--- config.mk ---
export PLATFORM = sky130hd
export DESIGN_NAME = alu_lbist_ctrl
export DESIGN_NICKNAME = d
export VERILOG_FILES = /design/src/rtl/alu_lbist_ctrl.sv
export SDC_FILE = /design/constraint.sdc
export NUM_CORES = 1
export LEC_CHECK = 0
export CELL_PAD_IN_SITES_DETAIL_PLACEMENT = 1
export CELL_PAD_IN_SITES_GLOBAL_PLACEMENT = 2
export CORE_ASPECT_RATIO = 0.5
export CORE_UTILIZATION = 25
export DETAILED_ROUTE_END_ITERATION = 10
export PLACE_DENSITY = 0.68
export SETUP_SLACK_MARGIN = 0.02
export SYNTH_ARGS = -nofsm -noshare
export SYNTH_HDL_FRONTEND = slang
export SYNTH_SLANG_ARGS = --single-unit
--- constraint.sdc ---
create_clock -name clk -period 1.8 [get_ports clk]
set_input_delay 0.36 -clock clk [delete_from_list [all_inputs] [get_ports clk]]
set_output_delay 0.36 -clock clk [all_outputs]
set_load 0.01 [all_outputs]
--- src/rtl/alu_lbist_ctrl.sv ---
// Logic-BIST sequencer for the 8-bit ALU: LFSR operands, cycling opcode,
// MISR compaction of ALU results and a final golden-signature compare.
module alu_lbist_ctrl #(
    parameter int unsigned NUM_PATTERNS = 256,
    parameter logic [15:0] LFSR_SEED    = 16'hACE1
) (
    input  logic       clk,
    input  logic       reset_n,
    input  logic       bist_start,
    input  logic       bist_abort,
    input  logic [7:0] golden_sig,
    input  logic [7:0] alu_result,
    output logic [7:0] a,
    output logic [7:0] b,
    output logic [2:0] opcode,
    output logic       alu_sel,
    output logic       bist_busy,
    output logic       bist_done,
    output logic       bist_pass,
    output logic       bist_fail,
    output logic [7:0] signature
);

    localparam int unsigned  CW   = $clog2(NUM_PATTERNS + 1);
    localparam logic [15:0]  SEED = (LFSR_SEED == 16'h0000) ? 16'h0001 : LFSR_SEED;
    localparam logic [CW-1:0] LAST = CW'(NUM_PATTERNS - 1);

    typedef enum logic [1:0] {
        IDLE,
        INIT,
        RUN,
        COMPARE
    } state_t;

    state_t          state;
    state_t          state_d;
    logic [15:0]     lfsr;
    logic [15:0]     lfsr_next;
    logic [7:0]      sig_next;
    logic [CW-1:0]   cnt;
    logic            aborting;

    always_comb begin
        lfsr_next = {lfsr[14:0], lfsr[15] ^ lfsr[13] ^ lfsr[12] ^ lfsr[10]};
        sig_next  = {signature[6:0], signature[7] ^ signature[5] ^ signature[4] ^ signature[3]}
                    ^ alu_result;
    end

    always_comb begin
        state_d  = state;
        aborting = 1'b0;
        case (state)
            IDLE:    if (bist_start) state_d = INIT;
            INIT:    state_d = RUN;
            RUN:     if (cnt == LAST) state_d = COMPARE;
            COMPARE: state_d = IDLE;
            default: state_d = IDLE;
        endcase
        if (state != IDLE && bist_abort) begin
            aborting = 1'b1;
            state_d  = IDLE;
        end
    end

    always_ff @(posedge clk or negedge reset_n) begin
        if (!reset_n) state <= IDLE;
        else          state <= state_d;
    end

    assign bist_busy = (state != IDLE);

    always_ff @(posedge clk or negedge reset_n) begin
        if (!reset_n) begin
            a         <= '0;
            b         <= '0;
            opcode    <= '0;
            alu_sel   <= 1'b0;
            bist_done <= 1'b0;
            bist_pass <= 1'b0;
            bist_fail <= 1'b0;
            signature <= '0;
            lfsr      <= SEED;
            cnt       <= '0;
        end else if (aborting) begin
            a         <= '0;
            b         <= '0;
            opcode    <= '0;
            alu_sel   <= 1'b0;
            bist_done <= 1'b1;
            bist_pass <= 1'b0;
            bist_fail <= 1'b1;
        end else begin
            case (state)
                INIT: begin
                    bist_done <= 1'b0;
                    bist_pass <= 1'b0;
                    bist_fail <= 1'b0;
                    signature <= '0;
                    cnt       <= '0;
                    lfsr      <= SEED;
                    a         <= SEED[15:8];
                    b         <= SEED[7:0];
                    opcode    <= '0;
                    alu_sel   <= 1'b1;
                end
                RUN: begin
                    signature <= sig_next;
                    lfsr      <= lfsr_next;
                    a         <= lfsr_next[15:8];
                    b         <= lfsr_next[7:0];
                    // opcode always equals cnt[2:0], so incrementing it avoids
                    // slicing a counter that may be narrower than 3 bits
                    opcode    <= opcode + 3'd1;
                    cnt       <= cnt + CW'(1);
                end
                COMPARE: begin
                    bist_pass <= (signature == golden_sig);
                    bist_fail <= (signature != golden_sig);
                    bist_done <= 1'b1;
                    alu_sel   <= 1'b0;
                    a         <= '0;
                    b         <= '0;
                    opcode    <= '0;
                end
                default: ;
            endcase
        end
    end

endmodule

==> metrics.cfg, run 1 <==
[floorplanning]
die_x_um = 150
floorplan.rows = 26
num_io_pins = 52
core_mm2 = 0.0104
die_h_um = 76.1
die_area_mm2 = 0.0114
start_util_pct = 26.3

[layout]
seqCellArea_mm2 = 0.00147
multiInputGateArea_mm2 = 0.00123
final_cells = 466
insertedDiodeCount = 0
drive_gt1_share_pct = 17.2
synthToLayoutAreaGrowth_pct = 39.4
nets = 349
nFillCells = 1173

[clock_tree]
cts_tree = done
htree_levels = 3
cts-root-buf = clkbuf_16
clk_latency_ns = 0.32
cts_buffers = 9
cts.sinks = 58
cts_buffer_depth = 2
clk_pin_slew_ns = 0.05
cts-hold-fix-buffers = 0

[sta]
whs_ns = 0.0286
tightest_slew_ns = 0.429
worst_slack_ns = 0.101
slew_headroom_pct = 71.3
setup_viol = 0
hold_violations = 0
final.setup_skew_ns = 0.00582
period_share_pct = 94.4
finalMaxSlewViolations = 0
period_minus_slack_ns = 1.70
rsz0062_at_grt = false
fmax_mhz = 589

[routing]
initialDrtViolationCount = 58
drc_errors = 0
wirelength_um = 7190
vias = 2148
viasPerCell = 4.61
wl_per_cell_um = 15.4
drtAntennaViolNets = 0
dr.pass1.iters = 4

[setup_path]
cp_slowest_cell = clkdlybuf4s50_1
critical_path.endpoint_type = output port
path_delay_family = buffers and inverters
critPathRequiredTime_ns = 1.44
criticalPathCategory = register to output port
cp.depth = 1
worst-path-buf-inv = 1
worstRegToRegCells = 7
start_kind = register
cpPeakStageDelay_ns = 0.58
cp.arrival_ns = 1.34
path_cells = clkdlybuf4s50_1
crit_fanout = 4

[logic_synthesis]
synth_seq_cells = 58
syn_avg_cell_area_um2 = 10.6
yosys-top-cells-area = dfrtp_1 46%, dfstp_2 7.7%, xnor2_1 6.4%, nand2_1 5.7%, a22o_1 4.1%
async_reset_ff_share_pct = 100
netlist.area_leader.share_pct = 45.5
ys_top_cells_by_count = 50 x dfrtp_1, 42 x nand2_1, 21 x o21ai_0
synth_ff_type = dfrtp_1
netlist_instances = 259
ys.warnings.count = 0
synth_cell_types = 37
netlist_area_mm2 = 0.00275
synth_edf_count = 0
synth_fp_nets = 287
ys_seq_area_share_pct = 53.2
synth_area_leader_cell = dfrtp_1
yosysMostFrequentCell = dfrtp_1

[grt]
grt_overflow_total = 0
grt_pass1_vias = 2342
grt_pass1_wl_um = 12200
antenna_found_initial = 0
grt_max_degree = 59
grtUsageTotal_pct = 13.6

[placement]
numPortBuffers = 51
preCtsSetupSlack_ns = -0.106
place_hpwl_um = 5040
place_inst = 449
gp_congestion = 0.791

[power]
ir_drop_uv = 504
p_leak_nw = 1.58
powerDensity_mw_per_mm2 = 1790

[status]
outcome = complete, no violations

[flow_run]
maxCapViolations = 0

[min_path]
hp-class = primary input to async pin

layout by cell type, fill, tap and decap left out, types with 7 or more instances in the layout:
cell	n
clkdlybuf4s50_1	49
dfrtp_1	47
nand2_1	42
o21ai_0	21
xnor2_1	20
nor2_1	14
a22o_1	13
o31ai_1	9
clkbuf_16	9
buf_4	9
dfstp_2	8
nand2b_1	7
routing by layer:
metal | GRT usage [%] | part of all wire [%] | vias to the layer above
met2 | 20.9 | 44 | 42
li1 | - | - | 1024
met3 | 3.83 | 4.4 | 5
met5 | 0 | 0 | -
met1 | 18.7 | 51 | 1077
met4 | 3.64 | 0.71 | 0
worst paths after layout:
path	end	start	slack (ns)
setup / recovery	signature[7]	signature[7]	0.10
hold / removal	signature[0]	reset_n	0.03
setup reg to reg	state[1]	state[1]	0.17
hold reg to reg	cnt[8]	cnt[8]	0.48
max in group asynchronous	lfsr[6]	reset_n	1.44
min in group clk	cnt[8]	cnt[8]	0.48
metrics by stage:
stage,power [mW],cell area (um^2),TNS [ns],utilization [%]
floorplan,3.82,2750,0,-
global placement,4.96,3470,-0.786,33.3
detailed placement,5.06,3470,-1.38,33.3
CTS,6.87,3800,0,36.4
global route,7.35,3830,0,36.7
finish,6.86,3830,0,36.7
area by class of cell:
class | count | area share (%)
Clock inverter | 2 | 0.914
Clock buffer | 14 | 7.15
Timing Repair Buffer | 63 | 16.3
Inverter | 8 | 0.784
Multi-Input combinational cell | 181 | 32.1
Sequential cell | 58 | 38.2
Tap cell | 140 | 4.57
cells by family (layout without fill, tap and decap cells):
group | Yosys count | in the layout | synth area share, %
buf+inv | 20 | 87 | 3.32
fa+ha+maj | 8 | 8 | 3.64
flops | 58 | 58 | 53.2
compound gates | 54 | 54 | 13.7
mux | 5 | 5 | 2.00
xor+xnor | 25 | 25 | 7.97
simple gates | 89 | 89 | 16.2
flip-flops by register name, summed over array words and instances (netlist names):
name / count
a: 8
alu_sel: 1
b: 8
bist_done: 1
bist_fail: 1
bist_pass: 1
cnt: 9
lfsr: 16
opcode: 3
signature: 8
state: 2
where the power goes:
part | internal [mW] | switching, mW | total, mW
logic | 1.38 | 1.62 | 3.01
registers | 1.79 | 0.315 | 2.11
clock network | 1.18 | 0.562 | 1.74
total | 4.36 | 2.50 | 6.86
what timing repair did:
action | CTS | global route
buffers inserted | 1 | 0
setup endpoints to repair | 1 | 29
cloned | 0 | 0
gates resized for setup | 3 | 11
Note: power is estimated with default switching activity, not from simulation.
==> run 2: changes to the inputs <==
CAP_MARGIN = 20   (was unset)
REMOVE_ABC_BUFFERS = 1   (was unset)
==> metrics.cfg, run 2 (synthesis gave the netlist of run 1 again) <==
[setup_path]
rrSetupSlack_ns = 0.14  ; -0.03 ns
cp.depth = 1  ; unchanged
path_cells = clkdlybuf4s50_1
cp.arrival_ns = 1.35  ; about the same
reg2reg_to = cnt[6]
path_delay_family = buffers and inverters
worst-path-buf-inv = 1  ; unchanged
cp_slowest_cell = clkdlybuf4s50_1
critical_path.endpoint_type = output port
start_kind = register
criticalPathCategory = register to output port
critPathRequiredTime_ns = 1.44  ; about the same
crit_fanout = 4  ; unchanged
worstRegToRegCells = 6  ; -1
r2r_start = state[0]
cpPeakStageDelay_ns = 0.58  ; about the same

[placement]
numPortBuffers = 51  ; unchanged
place_hpwl_um = 5100  ; +1.3%
preCtsSetupSlack_ns = -0.170  ; -0.0640 ns
gp_congestion = 0.778  ; -1.6%
place_inst = 455  ; +1.3%

[grt]
grt_max_degree = 59  ; unchanged
grt_pass1_vias = 2330  ; -0.51%
antenna_found_initial = 0  ; unchanged
grt_overflow_total = 0  ; unchanged
grt_pass1_wl_um = 12400  ; +1.8%
grtUsageTotal_pct = 14.3  ; +0.61 points

[floorplanning]
start_util_pct = 26.3  ; unchanged
die_x_um = 150  ; unchanged
floorplan.rows = 26  ; unchanged
core_mm2 = 0.0104  ; unchanged
die_area_mm2 = 0.0114  ; unchanged
num_io_pins = 52  ; unchanged
die_h_um = 76.1  ; unchanged

[sta]
finalMaxSlewViolations = 0  ; unchanged
rsz0062_at_grt = false
tightest_slew_ns = 0.464  ; +0.0347 ns
final.setup_skew_ns = 0.00934  ; +0.00352 ns
slew_headroom_pct = 69.0  ; -2.3 points
fmax_mhz = 585  ; -0.70%
worst_slack_ns = 0.0893  ; -0.0119 ns
period_minus_slack_ns = 1.71  ; +0.0119 ns
hold_violations = 0  ; unchanged
period_share_pct = 95.0  ; +0.66 points
setup_viol = 0  ; unchanged

[min_path]
hp-class = primary input to async pin

[clock_tree]
cts-root-buf = clkbuf_16
htree_levels = 3  ; unchanged
post_cts_buffers = 0  ; -1
cts_tree = done
clk_latency_ns = 0.33  ; about the same
cts.sinks = 58  ; unchanged
cts_buffers = 9  ; unchanged
clk_pin_slew_ns = 0.05  ; about the same
cts_buffer_depth = 2  ; unchanged

[routing]
wirelength_um = 7400  ; +2.9%
dr.pass1.iters = 4  ; unchanged
viasPerCell = 4.58  ; -0.55%
vias = 2159  ; +0.51%
drtAntennaViolNets = 0  ; unchanged
wl_per_cell_um = 15.7  ; +1.8%
initialDrtViolationCount = 73  ; +26%
drc_errors = 0  ; unchanged

[layout]
layout_common_cells = 49 x clkdlybuf4s50_1, 47 x dfrtp_1, 42 x nand2_1
final_cells = 471  ; +1.1%
insertedDiodeCount = 0  ; unchanged
top_register = lfsr
seqCellArea_mm2 = 0.00147  ; unchanged
mostFrequentLayoutCell = clkdlybuf4s50_1
synthToLayoutAreaGrowth_pct = 39.2
largest_reg_flops = 16  ; unchanged
nets = 354  ; +1.4%
drive_gt1_share_pct = 17.8  ; +0.65 points
nFillCells = 1171  ; -0.17%
largestRegisters = lfsr (16), cnt (9)
multiInputGateArea_mm2 = 0.00124  ; +0.81%

[status]
outcome = complete, no violations

[power]
ir_drop_uv = 501  ; -0.59%
p_leak_nw = 1.57  ; -0.45%
powerDensity_mw_per_mm2 = 1760  ; -1.9%

[flow_run]
maxCapViolations = 0  ; unchanged

[run 2: changes by cell type in the layout (fill, tap and decap cells not counted), sizes merged]
cell      delta
clkinvlp     +1
buf          +5
clkinv       +1
clkbuf       -1
bufinv       -1
[run 2: layout make-up]
| type | instances | area share, % |
|---|---|---|
| Clock buffer | 13 | 6.28 |
| Clock inverter | 3 | 0.458 |
| Inverter | 8 | 0.785 |
| Multi-Input combinational cell | 181 | 32.4 |
| Sequential cell | 58 | 38.3 |
| Tap cell | 140 | 4.58 |
| Timing Repair Buffer | 68 | 17.2 |
[run 2: layer usage]
layer,wire (um),vias to the layer above,track usage (%)
met5,0,-,0
met4,69,0,5.45
met3,329,7,5.09
met2,3520,37,22.0
met1,3480,1084,18.1
li1,-,1031,-
[run 2: worst max path at each step]
| stage | end | startpoint |
|---|---|---|
| 2_1_floorplan | a[0] | state[0] |
| 3_3_place_gp | a[4] | bist_abort |
| 3_5_place_dp | b[4] | bist_abort |
| 4_1_cts | signature[6] | state[1] |
| 5_1_grt | bist_busy | state[0] |
| 6_report | signature[0] | signature[0] |
[run 2: report_power, final]
part           leakage [nW]  switching, mW  total [mW]  internal [mW]
registers             0.740          0.327        2.12           1.79
clock network         0.124          0.566        1.49          0.925
logic                 0.705           1.68        3.11           1.43
[run 2: through the flow]
step | hold WS (ns) | util [%] | power, mW | setup TNS (ns) | cell area [um^2]
final | 0.0211 | 36.6 | 6.72 | 0 | 3820
after global routing | 0.0374 | 36.6 | 7.25 | 0 | 3820
after CTS | 0.0407 | 36.3 | 6.74 | 0 | 3790
after detailed placement | 0.393 | 33.7 | 5.16 | -2.37 | 3520
after global placement | 0.387 | 33.7 | 5.05 | -1.03 | 3520
after floorplan | 0.0644 | - | 3.69 | -1.99 | 2690
[run 2: what timing repair did]
item,CTS,global route
gates resized for setup,4,10
pin swaps,0,0
endpoints found under the setup margin,11,19
hold buffers,0,0
hold endpoints to repair,0,0
==> run 3: changes to the inputs <==
--- a/config.mk
+++ b/config.mk
@@ -13,3 +13,4 @@
 export DETAILED_ROUTE_END_ITERATION = 10
-export PLACE_DENSITY = 0.68
+export DONT_BUFFER_PORTS = 1
+export PLACE_DENSITY = 0.58
 export REMOVE_ABC_BUFFERS = 1
==> constraint.sdc (replaced) <==
create_clock -name clk -period 1.8 [get_ports clk]
set_input_delay 0.54 -clock clk [delete_from_list [all_inputs] [get_ports clk]]
set_output_delay 0.54 -clock clk [all_outputs]
set_load 0.01 [all_outputs]
==> metrics.cfg, run 3 (synthesis gave the netlist of run 1 again) <==
[placement]
preCtsSetupSlack_ns = -0.0134  ; +0.157 ns
gp_congestion = 0.751  ; -3.5%
numPortBuffers = 0  ; -100%
place_inst = 397  ; -13%
place_hpwl_um = 4670  ; -8.4%
dpl_cell_area_mm2 = 0.00294  ; -17%

[layout]
synthToLayoutAreaGrowth_pct = 18.5
seqCellArea_mm2 = 0.00146  ; -0.26%
layout_common_cells = 50 x dfrtp_1, 42 x nand2_1, 21 x o21ai_0
insertedDiodeCount = 0  ; unchanged
utilization_pct = 31.2  ; -5.4 points
largest_reg_flops = 16  ; unchanged
final_cells = 414  ; -12%
drive_gt1_share_pct = 16.8  ; -1.0 points
mostFrequentLayoutCell = dfrtp_1
top_register = lfsr
nets = 297  ; -16%
largestRegisters = lfsr (16), cnt (9)
nFillCells = 1153  ; -1.5%
multiInputGateArea_mm2 = 0.00122  ; -1.5%
stdcell_area_mm2 = 0.00326  ; -15%

[sta]
finalMaxSlewViolations = 0  ; unchanged
setup_viol = 0  ; unchanged
final.setup_skew_ns = 0.00663  ; -0.00272 ns
fmax_mhz = 571  ; -2.3%
rsz0062_at_grt = true
worst_slack_ns = 0.0487  ; -0.0406 ns
tightest_slew_ns = 0.514  ; +0.0503 ns
slew_headroom_pct = 65.6  ; -3.3 points
period_share_pct = 97.3  ; +2.3 points
period_minus_slack_ns = 1.75  ; +0.0406 ns
setup-tns-final_ns = 0  ; unchanged
whs_ns = 0.0600  ; +0.0389 ns
hold_violations = 0  ; unchanged

[clock_tree]
cts_tree = done
htree_levels = 3  ; unchanged
clk_latency_ns = 0.32  ; about the same
clk_pin_slew_ns = 0.05  ; about the same
cts-root-buf = clkbuf_16
post_cts_buffers = 0  ; unchanged
cts_buffers = 9  ; unchanged
cts.sinks = 58  ; unchanged
cts_buffer_depth = 2  ; unchanged

[setup_path]
start_kind = register
criticalPathCategory = register to output port
critPathRequiredTime_ns = 1.26  ; -0.18 ns
rrSetupSlack_ns = 0.09  ; -0.05 ns
critical_path.endpoint_type = output port
cp.arrival_ns = 1.21  ; -0.14 ns
worstRegToRegCells = 6  ; unchanged
r2r_start = state[1]
crit_fanout = 5  ; +1
reg2reg_to = cnt[7]

[power]
power_mw = 6.03  ; -10%
p_leak_nw = 1.36  ; -13%
ir_drop_uv = 574  ; +14%
powerDensity_mw_per_mm2 = 1850  ; +5.3%

[routing]
drtAntennaViolNets = 0  ; unchanged
initialDrtViolationCount = 63  ; -14%
vias = 1919  ; -11%
wl_per_cell_um = 16.5  ; +4.8%
dr.pass1.iters = 4  ; unchanged
viasPerCell = 4.64  ; +1.1%
drc_errors = 0  ; unchanged
wirelength_um = 6820  ; -7.9%

[status]
outcome = complete, no violations

[floorplanning]
die_x_um = 150  ; unchanged
floorplan.rows = 26  ; unchanged
num_io_pins = 52  ; unchanged
die_h_um = 76.1  ; unchanged
core_mm2 = 0.0104  ; unchanged
die_area_mm2 = 0.0114  ; unchanged
start_util_pct = 26.3  ; unchanged

[grt]
grt_max_degree = 51  ; -14%
grt_overflow_total = 0  ; unchanged
grt_pass1_vias = 2136  ; -8.3%
grt_pass1_wl_um = 11300  ; -8.7%
antenna_found_initial = 0  ; unchanged
grtUsageTotal_pct = 13.1  ; -1.2 points

[flow_run]
maxCapViolations = 0  ; unchanged

[min_path]
hp-class = primary input to async pin

==> run 3: worst max-delay path by stage <==
stage / slack (ns) / from / to / depth (start not counted)
2_1_floorplan: -0.24 / state[0] / a[0] / 5
3_3_place_gp: 0.08 / state[1] / signature[0] / 5
3_5_place_dp: -0.01 / state[1] / signature[6] / 6
4_1_cts: 0.01 / state[1] / bist_busy / 3
5_1_grt: -0.02 / state[1] / bist_busy / 3
6_report: 0.05 / state[1] / bist_busy / 3
==> run 3: report_power, final <==
group / internal [mW] / leakage [nW] / switching, mW
logic: 0.910 / 0.487 / 1.38
clock network: 0.920 / 0.130 / 0.554
registers: 1.79 / 0.744 / 0.467
==> run 3: worst max-delay path: stages (launching register included) <==
cell and delay (ns):
dfrtp_1 0.42, inv_1 0.12, ha_2 0.25, inv_1 0.10
==> run 3: final cells by class <==
| type | instances | share of cell area, % |
|---|---|---|
| Sequential cell | 58 | 44.9 |
| Multi-Input combinational cell | 181 | 37.5 |
| Clock buffer | 12 | 7.26 |
| Tap cell | 140 | 5.38 |
| Timing Repair Buffer | 11 | 3.50 |
| Inverter | 8 | 0.922 |
| Clock inverter | 4 | 0.615 |
==> run 3: routing by layer <==
layer	up-vias	part of all wire, %	track usage, %
li1	920	-	-
met1	965	46	16.3
met2	28	48	20.6
met3	6	5.3	4.49
met4	0	1.1	5.15
met5	-	0	0
==> run 3: what timing repair did <==
| item | 4_1_cts | 5_1_grt |
|---|---|---|
| hold buffers | 1 | 0 |
| hold endpoints to repair | 50 | 0 |
| pin swaps | 0 | 0 |
| endpoints found under the setup margin | 15 | 24 |
| gates resized for setup | 2 | 6 |
